**config.mk**
```make
export PLATFORM = sky130hd
export DESIGN_NAME = adjustable_rtc
export DESIGN_NICKNAME = d
export VERILOG_FILES = /design/src/rtl/rtc_pkg.sv /design/src/rtl/bin2bcd60.sv /design/src/rtl/adjustable_rtc.sv
export SDC_FILE = /design/constraint.sdc
export NUM_CORES = 1
export LEC_CHECK = 0
export BUFFER_PORTS_ARGS = -buffer_cell sky130_fd_sc_hd__clkbuf_2
export CORE_MARGIN = 2
export CORE_UTILIZATION = 62
export DETAILED_ROUTE_END_ITERATION = 10
export PLACE_DENSITY = 0.93
export REMOVE_ABC_BUFFERS = 1
export SYNTH_ARGS = -nofsm -noshare
export SYNTH_HDL_FRONTEND = slang
export SYNTH_SLANG_ARGS = --single-unit
export TNS_END_PERCENT = 30
```
**constraint.sdc**
```tcl
create_clock -name clk -period 4.4 [get_ports clk]
set_clock_uncertainty 0.15 [all_clocks]
set_input_delay 0.44 -clock clk [delete_from_list [all_inputs] [get_ports clk]]
set_output_delay 0.44 -clock clk [all_outputs]
set_load 0.01 [all_outputs]
```
**src/rtl/rtc_pkg.sv**
```systemverilog
// Shared constants, types and helpers for the adjustable time-of-day counter.
package rtc_pkg;

   localparam logic [5:0] SEC_MAX = 6'd59;
   localparam logic [5:0] MIN_MAX = 6'd59;
   localparam logic [5:0] HR_MAX  = 6'd23;

   localparam logic [5:0] CUR_SEC_U = 6'b000001;
   localparam logic [5:0] CUR_SEC_T = 6'b000010;
   localparam logic [5:0] CUR_MIN_U = 6'b000100;
   localparam logic [5:0] CUR_MIN_T = 6'b001000;
   localparam logic [5:0] CUR_HR_U  = 6'b010000;
   localparam logic [5:0] CUR_HR_T  = 6'b100000;

   localparam int BCD_SEC_U = 0;
   localparam int BCD_SEC_T = 4;
   localparam int BCD_MIN_U = 8;
   localparam int BCD_MIN_T = 12;
   localparam int BCD_HR_U  = 16;
   localparam int BCD_HR_T  = 20;

   typedef enum logic {MODE_RUN, MODE_ADJ} mode_e;

   // Add or subtract step, wrapping within 0..max with no carry out.
   function automatic logic [5:0] step_mod(input logic [5:0] val, input logic [5:0] step,
                                           input logic up, input logic [5:0] max);
      logic [6:0] s;
      if (up) begin
         s = {1'b0, val} + {1'b0, step};
         if (s > {1'b0, max}) s = s - ({1'b0, max} + 7'd1);
      end else if (val >= step) begin
         s = {1'b0, val} - {1'b0, step};
      end else begin
         s = {1'b0, val} + {1'b0, max} + 7'd1 - {1'b0, step};
      end
      return s[5:0];
   endfunction

endpackage

```
**src/rtl/bin2bcd60.sv**
```systemverilog
// Combinational 0..59 binary to two BCD digits.
module bin2bcd60 (
   input  logic [5:0] bin,
   output logic [3:0] tens,
   output logic [3:0] units
);
   logic [5:0] base;

   always_comb begin
      tens = 4'd0;
      base = 6'd0;
      if (bin >= 6'd50) begin
         tens = 4'd5; base = 6'd50;
      end else if (bin >= 6'd40) begin
         tens = 4'd4; base = 6'd40;
      end else if (bin >= 6'd30) begin
         tens = 4'd3; base = 6'd30;
      end else if (bin >= 6'd20) begin
         tens = 4'd2; base = 6'd20;
      end else if (bin >= 6'd10) begin
         tens = 4'd1; base = 6'd10;
      end
      units = 4'(bin - base);
   end
endmodule

```
**src/rtl/adjustable_rtc.sv**
```systemverilog
// hh:mm:ss counter with tick prescaler, per-field adjust mode with idle timeout,
// and a registered BCD display stage with optional 12-hour rendering.
module adjustable_rtc
   import rtc_pkg::*;
#(
   parameter int TICK_DIV     = 100_000_000,
   parameter int EDIT_TIMEOUT = 30
) (
   input  logic        clk,
   input  logic        rst,
   input  logic        power_on,
   input  logic        adj_toggle,
   input  logic        btn_up,
   input  logic        btn_down,
   input  logic        btn_left,
   input  logic        btn_right,
   input  logic        hour12,
   output logic [23:0] bcd_time,
   output logic        pm,
   output logic        adjust_active,
   output logic [5:0]  cursor,
   output logic        sec_pulse
);
   localparam int DIV_W  = $clog2(TICK_DIV);
   localparam int IDLE_W = (EDIT_TIMEOUT == 0) ? 1 : $clog2(EDIT_TIMEOUT + 1);

   logic [5:0]        sec_q, sec_d, min_q, min_d;
   logic [4:0]        hr_q, hr_d;
   logic [DIV_W-1:0]  pre_q, pre_d;
   logic [IDLE_W-1:0] idle_q, idle_d, idle_inc;
   mode_e             mode_q, mode_d;
   logic [5:0]        cur_q, cur_d;
   logic              pwr_q, sec_pulse_q, sec_pulse_d, pm_q, pm_d;
   logic [23:0]       bcd_q, bcd_d;

   logic       pwr_rise, pre_wrap, any_btn;
   logic [5:0] sec_step, min_step, hr_step, hr_disp;
   logic [3:0] sec_t, sec_u, min_t, min_u, hr_t, hr_u;

   assign pwr_rise = power_on & ~pwr_q;
   assign pre_wrap = (pre_q == DIV_W'(TICK_DIV - 1));
   assign any_btn  = btn_up | btn_down | btn_left | btn_right;
   assign idle_inc = idle_q + IDLE_W'(1);

   // Candidate edit results; only the field under the cursor is committed.
   assign sec_step = step_mod(sec_q, (cur_q == CUR_SEC_T) ? 6'd10 : 6'd1, btn_up, SEC_MAX);
   assign min_step = step_mod(min_q, (cur_q == CUR_MIN_T) ? 6'd10 : 6'd1, btn_up, MIN_MAX);
   assign hr_step  = step_mod({1'b0, hr_q}, (cur_q == CUR_HR_T) ? 6'd10 : 6'd1, btn_up, HR_MAX);

   always_comb begin
      sec_d       = sec_q;
      min_d       = min_q;
      hr_d        = hr_q;
      pre_d       = pre_q;
      idle_d      = idle_q;
      mode_d      = mode_q;
      cur_d       = cur_q;
      sec_pulse_d = 1'b0;
      if (pwr_rise) begin
         sec_d  = '0;
         min_d  = '0;
         hr_d   = '0;
         pre_d  = '0;
         idle_d = '0;
         mode_d = MODE_RUN;
         cur_d  = CUR_SEC_U;
      end else if (adj_toggle && power_on) begin
         mode_d = (mode_q == MODE_RUN) ? MODE_ADJ : MODE_RUN;
         pre_d  = '0;
         idle_d = '0;
      end else if (mode_q == MODE_ADJ) begin
         if (any_btn) begin
            pre_d  = '0;
            idle_d = '0;
            if (btn_up || btn_down) begin
               if (cur_q == CUR_SEC_U || cur_q == CUR_SEC_T) sec_d = sec_step;
               if (cur_q == CUR_MIN_U || cur_q == CUR_MIN_T) min_d = min_step;
               if (cur_q == CUR_HR_U  || cur_q == CUR_HR_T)  hr_d  = hr_step[4:0];
            end else if (btn_left) begin
               cur_d = {cur_q[4:0], cur_q[5]};
            end else begin
               cur_d = {cur_q[0], cur_q[5:1]};
            end
         end else if (pre_wrap) begin
            pre_d  = '0;
            idle_d = idle_inc;
            if (EDIT_TIMEOUT != 0 && idle_inc == IDLE_W'(EDIT_TIMEOUT)) begin
               mode_d = MODE_RUN;
               idle_d = '0;
            end
         end else begin
            pre_d = pre_q + DIV_W'(1);
         end
      end else if (pre_wrap) begin
         pre_d       = '0;
         sec_pulse_d = 1'b1;
         if (sec_q == SEC_MAX) begin
            sec_d = '0;
            if (min_q == MIN_MAX) begin
               min_d = '0;
               hr_d  = (hr_q == HR_MAX[4:0]) ? 5'd0 : hr_q + 5'd1;
            end else begin
               min_d = min_q + 6'd1;
            end
         end else begin
            sec_d = sec_q + 6'd1;
         end
      end else begin
         pre_d = pre_q + DIV_W'(1);
      end
   end

   // Display hour: state is always 24-hour, 12-hour mode maps 0 -> 12 AM.
   always_comb begin
      hr_disp = {1'b0, hr_q};
      pm_d    = 1'b0;
      if (hour12) begin
         if (hr_q == 5'd0) begin
            hr_disp = 6'd12;
         end else if (hr_q >= 5'd12) begin
            pm_d = 1'b1;
            if (hr_q != 5'd12) hr_disp = {1'b0, hr_q} - 6'd12;
         end
      end
   end

   bin2bcd60 u_sec (.bin(sec_q),   .tens(sec_t), .units(sec_u));
   bin2bcd60 u_min (.bin(min_q),   .tens(min_t), .units(min_u));
   bin2bcd60 u_hr  (.bin(hr_disp), .tens(hr_t),  .units(hr_u));

   always_comb begin
      bcd_d = '0;
      bcd_d[BCD_SEC_U +: 4] = sec_u;
      bcd_d[BCD_SEC_T +: 4] = sec_t;
      bcd_d[BCD_MIN_U +: 4] = min_u;
      bcd_d[BCD_MIN_T +: 4] = min_t;
      bcd_d[BCD_HR_U  +: 4] = hr_u;
      bcd_d[BCD_HR_T  +: 4] = hr_t;
   end

   always_ff @(posedge clk) begin
      if (rst) begin
         sec_q       <= '0;
         min_q       <= '0;
         hr_q        <= '0;
         pre_q       <= '0;
         idle_q      <= '0;
         mode_q      <= MODE_RUN;
         cur_q       <= CUR_SEC_U;
         pwr_q       <= 1'b0;
         sec_pulse_q <= 1'b0;
         bcd_q       <= '0;
         pm_q        <= 1'b0;
      end else begin
         sec_q       <= sec_d;
         min_q       <= min_d;
         hr_q        <= hr_d;
         pre_q       <= pre_d;
         idle_q      <= idle_d;
         mode_q      <= mode_d;
         cur_q       <= cur_d;
         pwr_q       <= power_on;
         sec_pulse_q <= sec_pulse_d;
         bcd_q       <= bcd_d;
         pm_q        <= pm_d;
      end
   end

   assign bcd_time      = bcd_q;
   assign pm            = pm_q;
   assign adjust_active = (mode_q == MODE_ADJ);
   assign cursor        = cur_q;
   assign sec_pulse     = sec_pulse_q;

endmodule

```
---- Word level (Yosys, flattened, before mapping) ----
Index checks and enable logic that the tools add are counted.
word-level totals
  register bits ........................... 83
  input port bits ......................... 9
  word-level logic and storage cells ...... 198
operators by class
  add/subtract/negate cells ............... 27
  magnitude comparators ................... 22
  eq/ne operators ......................... 17
  mux-type cells .......................... 82
  bitwise logic cells ..................... 8
  reductions and logical operators ........ 25
operators with widths
  cell                                                 number
  2-to-1 mux 6 bit                                     24
  2-to-1 mux 27 bit                                    3
  2-to-1 mux 4 bit                                     18
  2-to-1 mux 5 bit                                     14
  >= comparator 6 x 5 -> 1 bit, second input constant  6
  >= comparator 6 bit, second input constant           6
  2-to-1 mux 3 bit                                     12
  adder 27 x 1 -> 27 bit, second input constant        1
  equality test 27 bit, second input constant          1
  adder 6 x 1 -> 6 bit, second input constant          4
  subtractor 6 x 4 -> 6 bit                            4
  equality test 6 bit, second input constant           3
  >= comparator 6 x 4 -> 1 bit, second input constant  3
  adder 5 x 1 -> 5 bit, second input constant          3
  OR reduction 3 bit                                   5
  OR reduction 5 bit                                   3
  adder 6 x 4 -> 7 bit                                 2
  > comparator 7 x 6 -> 1 bit, second input constant   2
  adder 6 bit, second input constant                   2
  >= comparator 6 x 4 -> 1 bit                         2
  subtractor 4 bit                                     3
  subtractor 6 bit, second input constant              2
  2-to-1 mux 1 bit                                     11
  equality test 5 bit, second input constant           2
  other kinds (29)                                     45

---- Logic depth before layout (Yosys ltp) ----
Gate-level depths: netlist of the first run.
  depth after elaboration ................. 12
  gate-level depth with buffers ........... 16

---- By module ----
Synthesis of the first run repeated with hierarchy kept, for this count alone.
unflattened totals
  cell total of the unflattened synthesis .. 827
  area total of the unflattened synthesis .. 6613.8 µm²
by module, submodules not included
  module                 times used  cells an instance  area each (µm²)  seq. area each (µm²)
  adjustable_rtc         1           727                5871.9           1661.6
  bin2bcd60 at u_hr ...  2           36                 280.3            0.0
  bin2bcd60 at u_sec     1           28                 181.4            0.0

---- Worst setup path after synthesis of the first run ----
OpenSTA, ideal clock, no wires.
  path kind ............................... register to register
  start ................................... register cur_q[3], in the netlist cursor[3]
  end ..................................... register sec_q[5]
  library setup time ...................... 116 ps
  arrival time ............................ 3341 ps
  slack ................................... 793 ps
  stages on the path, launching flop included .. 15
  path buffers ............................ 3
  period minus slack after synthesis ...... 3607 ps
  cells stage by stage .................... dfxtp_1 -> clkbuf_1 -> nor2_1 -> nand4b_1 -> ha_1 -> fa_1 -> clkbuf_1 -> xor2_1 -> inv_1 -> ha_1 -> and3_1 -> clkbuf_1 -> o311ai_0 -> a2111oi_4 -> a31o_1
on the way
  cells in the longest elaborated chain, start to end .. 10
  elaborated cells on any way between the ends .. 19
RTL lines
  item                                                             RTL line                                    RTL
  start, declared                                                  adjustable_rtc.sv:32                        logic [5:0] cur_q, cur_d;
  start signal, assigned                                           adjustable_rtc.sv:161                       cur_q <= cur_d;
  equality test 6 x 2 -> 1 bit                                     adjustable_rtc.sv:46, adjustable_rtc.sv:76
  2-to-1 mux 4 bit                                                 adjustable_rtc.sv:46                        assign sec_step = step_mod(sec_q, (cur_q == CUR_SEC_T) ? 6'd10 : 6'd1, btn_up, SEC_MAX);
  adder 6 x 4 -> 7 bit                                             rtc_pkg.sv:29                               s = {1'b0, val} + {1'b0, step};
  subtractor 6 bit or > comparator 7 x 6 -> 1 bit (tied branches)  rtc_pkg.sv:30                               if (s > {1'b0, max}) s = s - ({1'b0, max} + 7'd1);
  2-to-1 mux 6 bit                                                 rtc_pkg.sv:30
  2-to-1 mux 6 bit                                                 rtc_pkg.sv:28                               if (up) begin
  2-to-1 mux 6 bit                                                 adjustable_rtc.sv:76                        if (cur_q == CUR_SEC_U || cur_q == CUR_SEC_T) sec_d = sec_step;
  2-to-1 mux 6 bit                                                 adjustable_rtc.sv:75                        if (btn_up || btn_down) begin
  2-to-1 mux 6 bit                                                 adjustable_rtc.sv:72                        if (any_btn) begin
  2-to-1 mux 6 bit                                                 adjustable_rtc.sv:71                        end else if (mode_q == MODE_ADJ) begin
  end signal, assigned                                             adjustable_rtc.sv:143                       sec_q <= '0;
  end signal, assigned                                             adjustable_rtc.sv:155                       sec_q <= sec_d;
  end, declared                                                    adjustable_rtc.sv:27                        logic [5:0] sec_q, sec_d, min_q, min_d;
Parallel ways exist; a longest one is shown, timed or not. The select of a mux whose other input is x is not followed.
A chain may end at the register's enable or synchronous reset.

---- Worst setup path after layout of the first run ----
  start ................................... register cur_q[5], in the netlist cursor[5]
  end ..................................... register sec_q[5]
Same word-level chain as after synthesis.

==> results of run 1 <==
==> per-stage QoR <==
stage               worst slack (ns)  std cells  hold WS, ns  utilization  area [um2]
floorplan                       1.00        772        0.291            -        6340
global placement               0.757        951        0.312        0.656        6740
detailed placement             0.622        951        0.320        0.656        6740
CTS                            0.587        967        0.202        0.677        6960
global route                   0.315        967        0.221        0.677        6960
finish                         0.540        967        0.200        0.677        6960
==> registers in the layout, indices dropped and copies added (netlist names) <==
name           flops
adjust_active      1
bcd_time          21
cursor             6
hr_q               5
idle_q             5
min_q              6
pm                 1
pre_q             27
pwr_q              1
sec_pulse          1
sec_q              6
==> synthesized netlist by cell type (all sizes together) (4+ instances only) <==
cell type,number
ha,58
and3,10
nand2,57
and4,6
o21a,6
buf,18
a211oi,17
nand2b,12
a21oi,39
o211ai,6
a2111oi,4
nand4b,4
a21boi,6
clkbuf,25
mux2i,19
o31ai,7
nor2b,21
a211o,6
fa,12
nand3b,6
nor3,18
nor2,92
xor2,23
o21ai,45
xnor2,30
and2,5
dfxtp,80
a31oi,11
nor3b,4
nand4,11
o22ai,6
nor4,8
nand3,33
inv,47
a221oi,4
==> power by group <==
group / switching (mW) / total (mW) / internal (mW)
Combinational: 0.0679 / 0.102 / 0.0342
Clock: 0.326 / 0.653 / 0.327
Sequential: 0.00542 / 0.735 / 0.729
==> area by class of cell <==
| type | instances | area, um2 |
|---|---|---|
| tap | 136 | 170 |
| clock buffer | 9 | 124 |
| timing repair buffer | 43 | 228 |
| inverter | 49 | 184 |
| clock inverter | 7 | 100 |
| multi-input combinational | 643 | 4550 |
| sequential | 80 | 1600 |
| fill | 880 | 3320 |
==> metal layers <==
layer | vias to the layer above | wire [um]
met2 | 248 | 7100
met4 | 0 | 372
met3 | 42 | 1150
met1 | 2780 | 6940
li1 | 2920 | -
met5 | - | 0
==> critical path: stages (launching register included) <==
cell and delay [ns]:
sky130_fd_sc_hd__dfxtp_1 0.38, sky130_fd_sc_hd__nor2_1 0.26, sky130_fd_sc_hd__nand4b_1 0.32, sky130_fd_sc_hd__ha_1 0.32, sky130_fd_sc_hd__fa_1 0.49, sky130_fd_sc_hd__xor2_1 0.30
sky130_fd_sc_hd__inv_1 0.12, sky130_fd_sc_hd__ha_1 0.19, sky130_fd_sc_hd__and3_1 0.23, sky130_fd_sc_hd__o311ai_0 0.61, sky130_fd_sc_hd__a2111oi_4 0.16, sky130_fd_sc_hd__a31o_1 0.22
==> worst paths after layout <==
path                            startpoint       end  slack [ns]  cells past startpoint
worst max register to register   cursor[5]  sec_q[5]        0.54                     11
worst min register to register    pre_q[0]  pre_q[0]        0.34                      1
worst max-delay path             cursor[5]  sec_q[5]        0.54                     11
worst min-delay path              power_on     pwr_q        0.20                      2
==> cells by family (layout without fill, tap and decap cells) <==
logic type      count (synthesis)  in the layout  synth area share
fa+ha+maj                      70             70             0.148
other cells                     1              3          0.000574
xor+xnor                       53             53            0.0711
buf+inv                        92            108            0.0588
compound gates                194            194             0.208
flops                          80             80             0.245
mux                            19             19            0.0291
simple gates                  304            304             0.239
==> results.ini, run 1 <==
[detailed_routing]
route.antenna.remaining_nets = 0
vias = 5990
detailedRoute.firstPassIterationCount = 6
route.final.wire_length_um = 15600
detail_route.wl_per_cell_um = 16.1
dr.first_iter.drc_count = 546
detail_route.drc_violations = 0
routed_via_density = 6.19

[setup_path]
critical_path_arrival_ns = 3.98
worst-path-max-fanout = 7
cp.required_ns = 4.52
start_kind = register
crit_type = register to register
endpoint_kind = register

[place]
dp_hpwl_um = 11100
io_buffers = 38
place.gp.congestion = 0.946

[timing]
unrepaired_setup_endpoints_after_global_routing = no
maxSlewViolCount = 0
timing.fmax_mhz = 259
hold_violations = 0
worst_pin_slew_ns = 1.19
portion_of_the_clock_cycle_consumed_by_the_worst_path_in_the_final_layout = 0.877
setup_violations = 0
fin_tns_setup_ns = 0
slew_headroom = 0.206
timing.final.crit_period_ns = 3.86

[synth]
synth_largest_area_cell = sky130_fd_sc_hd__dfxtp_1
post_synth_inst_count = 813
synth.lib_cells_used.distinct = 80
number_of_flops_mapped_to_enable_cells_by_yosys = 0
synth-seq-area-share = 0.245
ys_warn_count = 0
yosys_register_bits = 80
synth_area_um2 = 6530
postSynth.topFlopCell = sky130_fd_sc_hd__dfxtp_1
synth.top_cells.by_area = sky130_fd_sc_hd__dfxtp_1 25%, sky130_fd_sc_hd__ha_1 11%, sky130_fd_sc_hd__nor2_1 5.2%
synth_largest_type_area_fraction = 0.245
fraction_of_registers_with_async_set_reset = 0
syn-mean-instance-area_um2 = 8.04

[hold_path]
path_category_of_the_worst_min_delay_check = primary input to register

[die]
floorplan.die.width_um = 107
placeableCoreArea_um2 = 10300
num_rows = 37
fp.dieH_um = 107
initial_utilization = 0.636
area_of_the_die_um2 = 11400
io_pins = 42

[global_route]
grt_most_used_layer = met2
grt_antenna_before_repair = 0
gr-usage-met3 = 0.0419
gr-usage-all-layers = 0.280
first_pass_grt_wire_length_um = 26200
vias_in_the_first_global_route = 5636
grt-ovfl-total = 0
grt_start_max_net_pins = 28
groute.layer.met2.usage = 0.454
grt.met1_usage = 0.379

[cts]
postCtsSetupBuffers = 0
tritoncts = done
tritoncts.num_buffers = 9
clk_root_buffer_cell = sky130_fd_sc_hd__clkbuf_8
clkLatencyLatePin_ns = 0.38
clock_tree_buf_depth = 2
postCtsResizedCells = 0
worst_setup_hold_path_clk_slew_ns = 0.10
cts-hold-fix-buffers = 0
cts.sinks = 80
htree_num_levels = 3

[power]
vdd_drop_max_mv = 0.171
p_leak_nw = 2.67
power-per-cell-area_nw_per_um2 = 214
total_power_mw = 1.49

[cells_and_area]
mostFrequentLayoutCells = 91 x sky130_fd_sc_hd__nor2_1, 80 x sky130_fd_sc_hd__dfxtp_1, 58 x sky130_fd_sc_hd__ha_1
proportion_of_layout_cells_with_a_drive_suffix_above_1 = 0.0878
fin_nets = 905
mostFrequentLayoutCell = sky130_fd_sc_hd__nor2_1
antenna_cells_inserted = 0
syn2layout_area_growth_pct = 6.57

[outcome]
outcome = completed

[run]
max-cap-violations = 0

Power figures use the tool's default switching activity.
==> run 2: changes to the inputs <==
--- a/config.mk
+++ b/config.mk
@@ -9,7 +9,7 @@
 export CORE_MARGIN = 2
 export CORE_UTILIZATION = 62
 export DETAILED_ROUTE_END_ITERATION = 10
-export PLACE_DENSITY = 0.93
+export PLACE_DENSITY_LB_ADDON = 0.3
 export REMOVE_ABC_BUFFERS = 1
 export SYNTH_ARGS = -nofsm -noshare
 export SYNTH_HDL_FRONTEND = slang
==> run 2 against run 1 <==
Against the previous run: fmax down 3.4%; hold slack better by 0.040 ns; sequential power about the same; critical path type unchanged; largest cell class unchanged.
==> results.ini, run 2 (synthesis gave the netlist of run 1 again) <==
[cts]
clock_tree_buf_depth = 2  ; unchanged
tritoncts.num_buffers = 9  ; unchanged
htree_num_levels = 3  ; unchanged
clk_root_buffer_cell = sky130_fd_sc_hd__clkbuf_8
postCtsResizedCells = 0  ; unchanged
tritoncts = done
cts-hold-fix-buffers = 0  ; unchanged
clkLatencyLatePin_ns = 0.38  ; about the same
worst_setup_hold_path_clk_slew_ns = 0.10  ; about the same
postCtsSetupBuffers = 0  ; unchanged
cts.sinks = 80  ; unchanged

[detailed_routing]
detail_route.wl_per_cell_um = 16.8  ; +4.6%
detailedRoute.firstPassIterationCount = 6  ; unchanged
dr.first_iter.drc_count = 533  ; -2.4%
detail_route.drc_violations = 0  ; unchanged
vias = 6105  ; +1.9%
routed_via_density = 6.32  ; +2.0%
route.antenna.remaining_nets = 0  ; unchanged
route.final.wire_length_um = 16300  ; +4.5%

[place]
io_buffers = 38  ; unchanged
placement.cell_area_um2 = 6730  ; -0.11%
place.gp.congestion = 1.00  ; +5.7%
dp_hpwl_um = 11900  ; +6.9%

[timing]
maxSlewViolCount = 0  ; unchanged
worst_pin_slew_ns = 1.08  ; -0.115 ns
hold_violations = 0  ; unchanged
timing.final.crit_period_ns = 4.00  ; +0.137 ns
portion_of_the_clock_cycle_consumed_by_the_worst_path_in_the_final_layout = 0.908  ; +0.0311
unrepaired_setup_endpoints_after_global_routing = no
timing.fmax_mhz = 250  ; -3.4%
fin_tns_setup_ns = 0  ; unchanged
hold-worst-slack_ns = 0.240  ; +0.0401 ns
slew_headroom = 0.282  ; +0.0765
setup_violations = 0  ; unchanged

[cells_and_area]
regMostFlops = pre_q
area.sequential_um2 = 1600  ; unchanged
syn2layout_area_growth_pct = 6.57  ; unchanged
multiInputGateArea_um2 = 4550  ; unchanged
stdcell_area_um2 = 6960  ; unchanged
largest_reg_flops = 27  ; unchanged
antenna_cells_inserted = 0  ; unchanged
mostFrequentLayoutCell = sky130_fd_sc_hd__nor2_1
mostFrequentLayoutCells = 91 x sky130_fd_sc_hd__nor2_1, 80 x sky130_fd_sc_hd__dfxtp_1, 58 x sky130_fd_sc_hd__ha_1
fin_nets = 904  ; -0.11%
proportion_of_layout_cells_with_a_drive_suffix_above_1 = 0.0867  ; -0.00110
filler_instances = 898  ; +2.0%

[die]
fp.dieH_um = 107  ; unchanged
area_of_the_die_um2 = 11400  ; unchanged
io_pins = 42  ; unchanged
floorplan.die.width_um = 107  ; unchanged
initial_utilization = 0.636  ; unchanged
num_rows = 37  ; unchanged
placeableCoreArea_um2 = 10300  ; unchanged

[power]
total_power_mw = 1.49  ; about the same
vdd_drop_max_mv = 0.183  ; +6.8%
power-per-cell-area_nw_per_um2 = 214  ; about the same
p_leak_nw = 2.67  ; -0.21%

[setup_path]
crit_type = register to register
start_kind = register
endpoint_kind = register
cp.required_ns = 4.52  ; about the same
worst-path-max-fanout = 9  ; +2
critical_path_arrival_ns = 4.12  ; +0.14 ns

[global_route]
grt-ovfl-total = 0  ; unchanged
grt_start_max_net_pins = 28  ; unchanged
grt_antenna_before_repair = 0  ; unchanged
first_pass_grt_wire_length_um = 27300  ; +4.4%
vias_in_the_first_global_route = 5972  ; +6.0%
gr-usage-all-layers = 0.295  ; +0.0148

[hold_path]
path_category_of_the_worst_min_delay_check = primary input to register

[run]
max-cap-violations = 0  ; unchanged

[outcome]
outcome = completed

==> run 2: worst paths after layout <==
path                                 from        to  slack (ns)  cells past startpoint
worst max register to register  cursor[0]  min_q[3]        0.40                     13
worst min-delay path               hour12        pm        0.24                      3
worst min register to register   pre_q[0]  pre_q[0]        0.33                      1
worst max-delay path            cursor[0]  min_q[3]        0.40                     13
==> run 2: area by class of cell <==
cell class | instances | area share
Tap cell | 136 | 0.0244
Timing Repair Buffer | 42 | 0.0316
Sequential cell | 80 | 0.230
Inverter | 49 | 0.0264
Clock buffer | 9 | 0.0178
Multi-Input combinational cell | 643 | 0.654
Clock inverter | 7 | 0.0155
==> run 2: metal layers <==
metal | track usage | vias to the layer above | wire [um]
li1 | - | 2914 | -
met1 | 0.366 | 2859 | 6830
met2 | 0.503 | 277 | 7750
met3 | 0.0359 | 55 | 1100
met4 | 0.151 | 0 | 571
met5 | 0 | - | 0
==> run 2: stage by stage <==
stage | std cells | worst slack, ns | utilization
2_1_floorplan | 772 | 1.00 | -
3_3_place_gp | 950 | 0.733 | 0.655
3_5_place_dp | 950 | 0.493 | 0.655
4_1_cts | 966 | 0.474 | 0.677
5_1_grt | 966 | 0.135 | 0.677
6_report | 966 | 0.404 | 0.677
==> run 2: critical path, stage by stage (launching register included) <==
cell                       delay (ns)
sky130_fd_sc_hd__dfxtp_1         0.40
sky130_fd_sc_hd__nor3_1          0.29
sky130_fd_sc_hd__nand3_1         0.29
sky130_fd_sc_hd__inv_1           0.29
sky130_fd_sc_hd__ha_1            0.41
sky130_fd_sc_hd__nor2b_2         0.31
sky130_fd_sc_hd__o21a_1          0.19
sky130_fd_sc_hd__a21oi_1         0.08
sky130_fd_sc_hd__ha_1            0.25
sky130_fd_sc_hd__nor3b_1         0.14
sky130_fd_sc_hd__a311oi_1        0.55
sky130_fd_sc_hd__mux2i_1         0.27
sky130_fd_sc_hd__nor2_1          0.06
sky130_fd_sc_hd__o221a_1         0.21
==> run 2: power breakdown <==
part	leakage (nW)	switching [mW]	internal [mW]
Clock	0.114	0.322	0.331
Combinational	1.91	0.0684	0.0336
Sequential	0.646	0.00569	0.729
==> run 3: changes to the inputs <==
--- a/config.mk
+++ b/config.mk
@@ -6,8 +6,9 @@
 export NUM_CORES = 1
 export LEC_CHECK = 0
 export BUFFER_PORTS_ARGS = -buffer_cell sky130_fd_sc_hd__clkbuf_2
+export CAP_MARGIN = 20
 export CORE_MARGIN = 2
-export CORE_UTILIZATION = 62
+export CORE_UTILIZATION = 45
 export DETAILED_ROUTE_END_ITERATION = 10
 export PLACE_DENSITY_LB_ADDON = 0.3
 export REMOVE_ABC_BUFFERS = 1
==> run 3 against run 2 <==
Against the previous run: combinational power is essentially flat; fmax grew 4.2%; routed wire length shrank 3.1%; hold slack lost 0.028 ns; clock power grew 33%; critical path depth shrank 2; setup slack gained 0.16 ns; cell area grew 2.8%; register-to-register slack gained 0.16 ns; power grew 15%; flip-flop and latch count is the same; global-route usage shrank 8.8 points; largest power group is now the clock network.
==> results.ini, run 3 (synthesis gave the netlist of run 1 again) <==
[hold_path]
path_category_of_the_worst_min_delay_check = primary input to register
whs_path_depth = 2  ; -1
min_from = power_on
whs_endpoint = pwr_q

[setup_path]
r2r-start = cursor[5]
critical_path_arrival_ns = 3.94  ; -0.18 ns
critPathSlowestCell = sky130_fd_sc_hd__o311ai_0
timing.critical_path.cells = nor2_1, nand4b_1, ha_1, fa_1, xor2_1, inv_1, ha_1, and3_1, o311ai_0, a2111oi_4, a31o_1
regToRegSetupSlack_ns = 0.57  ; +0.16 ns
worst_path_dominant_cell_family = adder cells
endpoint_kind = register
critical-path-top-cell-by-count = sky130_fd_sc_hd__ha_1
cp.required_ns = 4.50  ; -0.02 ns
critical_path.reg2reg.endpoint = sec_q[5]
critPathBufInv = 1  ; unchanged
r2r.worst_path.cells = 11  ; -2
crit_type = register to register
timing.critical_path.slowest_cell_delay_ns = 0.56  ; about the same
worst-path-max-fanout = 7  ; -2
start_kind = register

[timing]
hold_violations = 0  ; unchanged
setup_violations = 0  ; unchanged
maxSlewViolCount = 0  ; unchanged
unrepaired_setup_endpoints_after_global_routing = no
timing.fmax_mhz = 261  ; +4.2%
worst_pin_slew_ns = 0.834  ; -0.243 ns
timing.final.crit_period_ns = 3.83  ; -0.162 ns
slew_headroom = 0.444  ; +0.162
fin_tns_setup_ns = 0  ; unchanged
portion_of_the_clock_cycle_consumed_by_the_worst_path_in_the_final_layout = 0.871  ; -0.0368

[detailed_routing]
detail_route.wl_per_cell_um = 15.5  ; -8.0%
routed_via_density = 5.66  ; -10%
route.antenna.remaining_nets = 0  ; unchanged
route.final.wire_length_um = 15800  ; -3.1%
dr.first_iter.drc_count = 443  ; -17%
detailedRoute.firstPassIterationCount = 5  ; -1
detail_route.drc_violations = 0  ; unchanged
vias = 5765  ; -5.6%

[place]
io_buffers = 38  ; unchanged
dp_cells = 1001  ; +5.4%
place.gp.congestion = 0.935  ; -6.5%
dp_hpwl_um = 11500  ; -3.7%

[die]
initial_utilization = 0.455  ; -0.181
fp.dieH_um = 124  ; +17%
floorplan.die.width_um = 124  ; +17%
io_pins = 42  ; unchanged
placeableCoreArea_um2 = 14400  ; +40%
area_of_the_die_um2 = 15500  ; +36%
num_rows = 44  ; +19%

[cts]
htree_num_levels = 3  ; unchanged
clkLatencyLatePin_ns = 0.36  ; -0.02 ns
cts.sinks = 80  ; unchanged
tritoncts.num_buffers = 9  ; unchanged
tritoncts = done
cts-hold-fix-buffers = 0  ; unchanged
worst_setup_hold_path_clk_slew_ns = 0.07  ; -0.03 ns
clock_tree_buf_depth = 2  ; unchanged
clk_root_buffer_cell = sky130_fd_sc_hd__clkbuf_16
postCtsResizedCells = 0  ; unchanged
postCtsSetupBuffers = 0  ; unchanged

[cells_and_area]
syn2layout_area_growth_pct = 9.52
filler_instances = 1412  ; +57%
mostFrequentLayoutCells = 91 x sky130_fd_sc_hd__nor2_1, 80 x sky130_fd_sc_hd__dfxtp_1, 58 x sky130_fd_sc_hd__ha_1
finish.utilization = 0.498  ; -0.179
proportion_of_layout_cells_with_a_drive_suffix_above_1 = 0.0911  ; +0.00438
mostFrequentLayoutCell = sky130_fd_sc_hd__nor2_1
layoutNonFillerInstCount = 1018  ; +5.4%
antenna_cells_inserted = 0  ; unchanged
largest_reg_flops = 27  ; unchanged
fin_nets = 908  ; +0.44%
regMostFlops = pre_q
multiInputGateArea_um2 = 4550  ; unchanged
area.sequential_um2 = 1600  ; unchanged

[global_route]
grt_start_max_net_pins = 28  ; unchanged
grt-ovfl-total = 0  ; unchanged
vias_in_the_first_global_route = 5322  ; -11%
first_pass_grt_wire_length_um = 26500  ; -2.8%
gr-usage-all-layers = 0.207  ; -0.0880
grt_antenna_before_repair = 0  ; unchanged

[outcome]
outcome = completed

[run]
max-cap-violations = 0  ; unchanged

[power]
p_leak_nw = 2.74  ; +2.7%
power-per-cell-area_nw_per_um2 = 239  ; +12%
vdd_drop_max_mv = 0.162  ; -12%

[run 3: cell count changes in the layout (fill, tap and decap cells not counted)]
cell | before | now
sky130_fd_sc_hd__buf_4 | 4 | 8
sky130_fd_sc_hd__clkbuf_16 | 0 | 9
sky130_fd_sc_hd__clkbuf_8 | 9 | 0
sky130_fd_sc_hd__clkinv_4 | 0 | 1
sky130_fd_sc_hd__clkinvlp_4 | 1 | 0
[run 3: worst max path at each step]
stage	from	endpoint	slack, ns	depth (start not counted)
after CTS	cursor[5]	sec_q[5]	0.56	11
after detailed placement	cursor[5]	sec_q[5]	0.65	11
after global routing	cursor[5]	min_q[3]	0.28	13
final	cursor[5]	sec_q[5]	0.57	11
after global placement	cursor[5]	sec_q[5]	0.68	11
after floorplan	cursor[5]	sec_q[5]	1.00	11
[run 3: area by class of cell]
cell class	count	share of cell area
timing repair buffer	46	0.0350
clock inverter	7	0.0152
clock buffer	9	0.0315
inverter	49	0.0257
multi-input combinational	643	0.637
tap	184	0.0322
sequential	80	0.224
[run 3: through the flow]
stage	hold WS, ns	setup WS (ns)	cell area [um2]	total power [mW]
after global placement	0.313	0.684	6810	0.854
after detailed placement	0.319	0.649	6810	0.854
final	0.212	0.566	7150	1.71
after global routing	0.236	0.279	7150	1.78
after CTS	0.205	0.557	7150	1.73
after floorplan	0.291	1.00	6340	0.815
[run 3: worst reg2reg max path: cells and delay by family (launching register included)]
| kind | cells | cell delay, ns |
|---|---|---|
| AO/OA/AOI/OAI | 3 | 0.92 |
| XOR/XNOR | 1 | 0.33 |
| flip-flops | 1 | 0.38 |
| adder cells (fa/ha/maj) | 3 | 1.03 |
| buffers and inverters | 1 | 0.13 |
| AND/OR/NAND/NOR | 3 | 0.80 |
[run 3: power by group]
part | internal (mW) | total, mW | leakage, nW | switching [mW]
clock | 0.510 | 0.869 | 0.164 | 0.359
combinational | 0.0349 | 0.104 | 1.93 | 0.0688
sequential | 0.729 | 0.735 | 0.646 | 0.00557
[run 3: layer usage]
metal  GRT usage  vias to the layer above  wire length, um
li1            -                     2921                -
met1       0.291                     2667             7670
met2       0.322                      155             7010
met3      0.0378                       22              826
met4      0.0648                        0              252
met5           0                        -                0
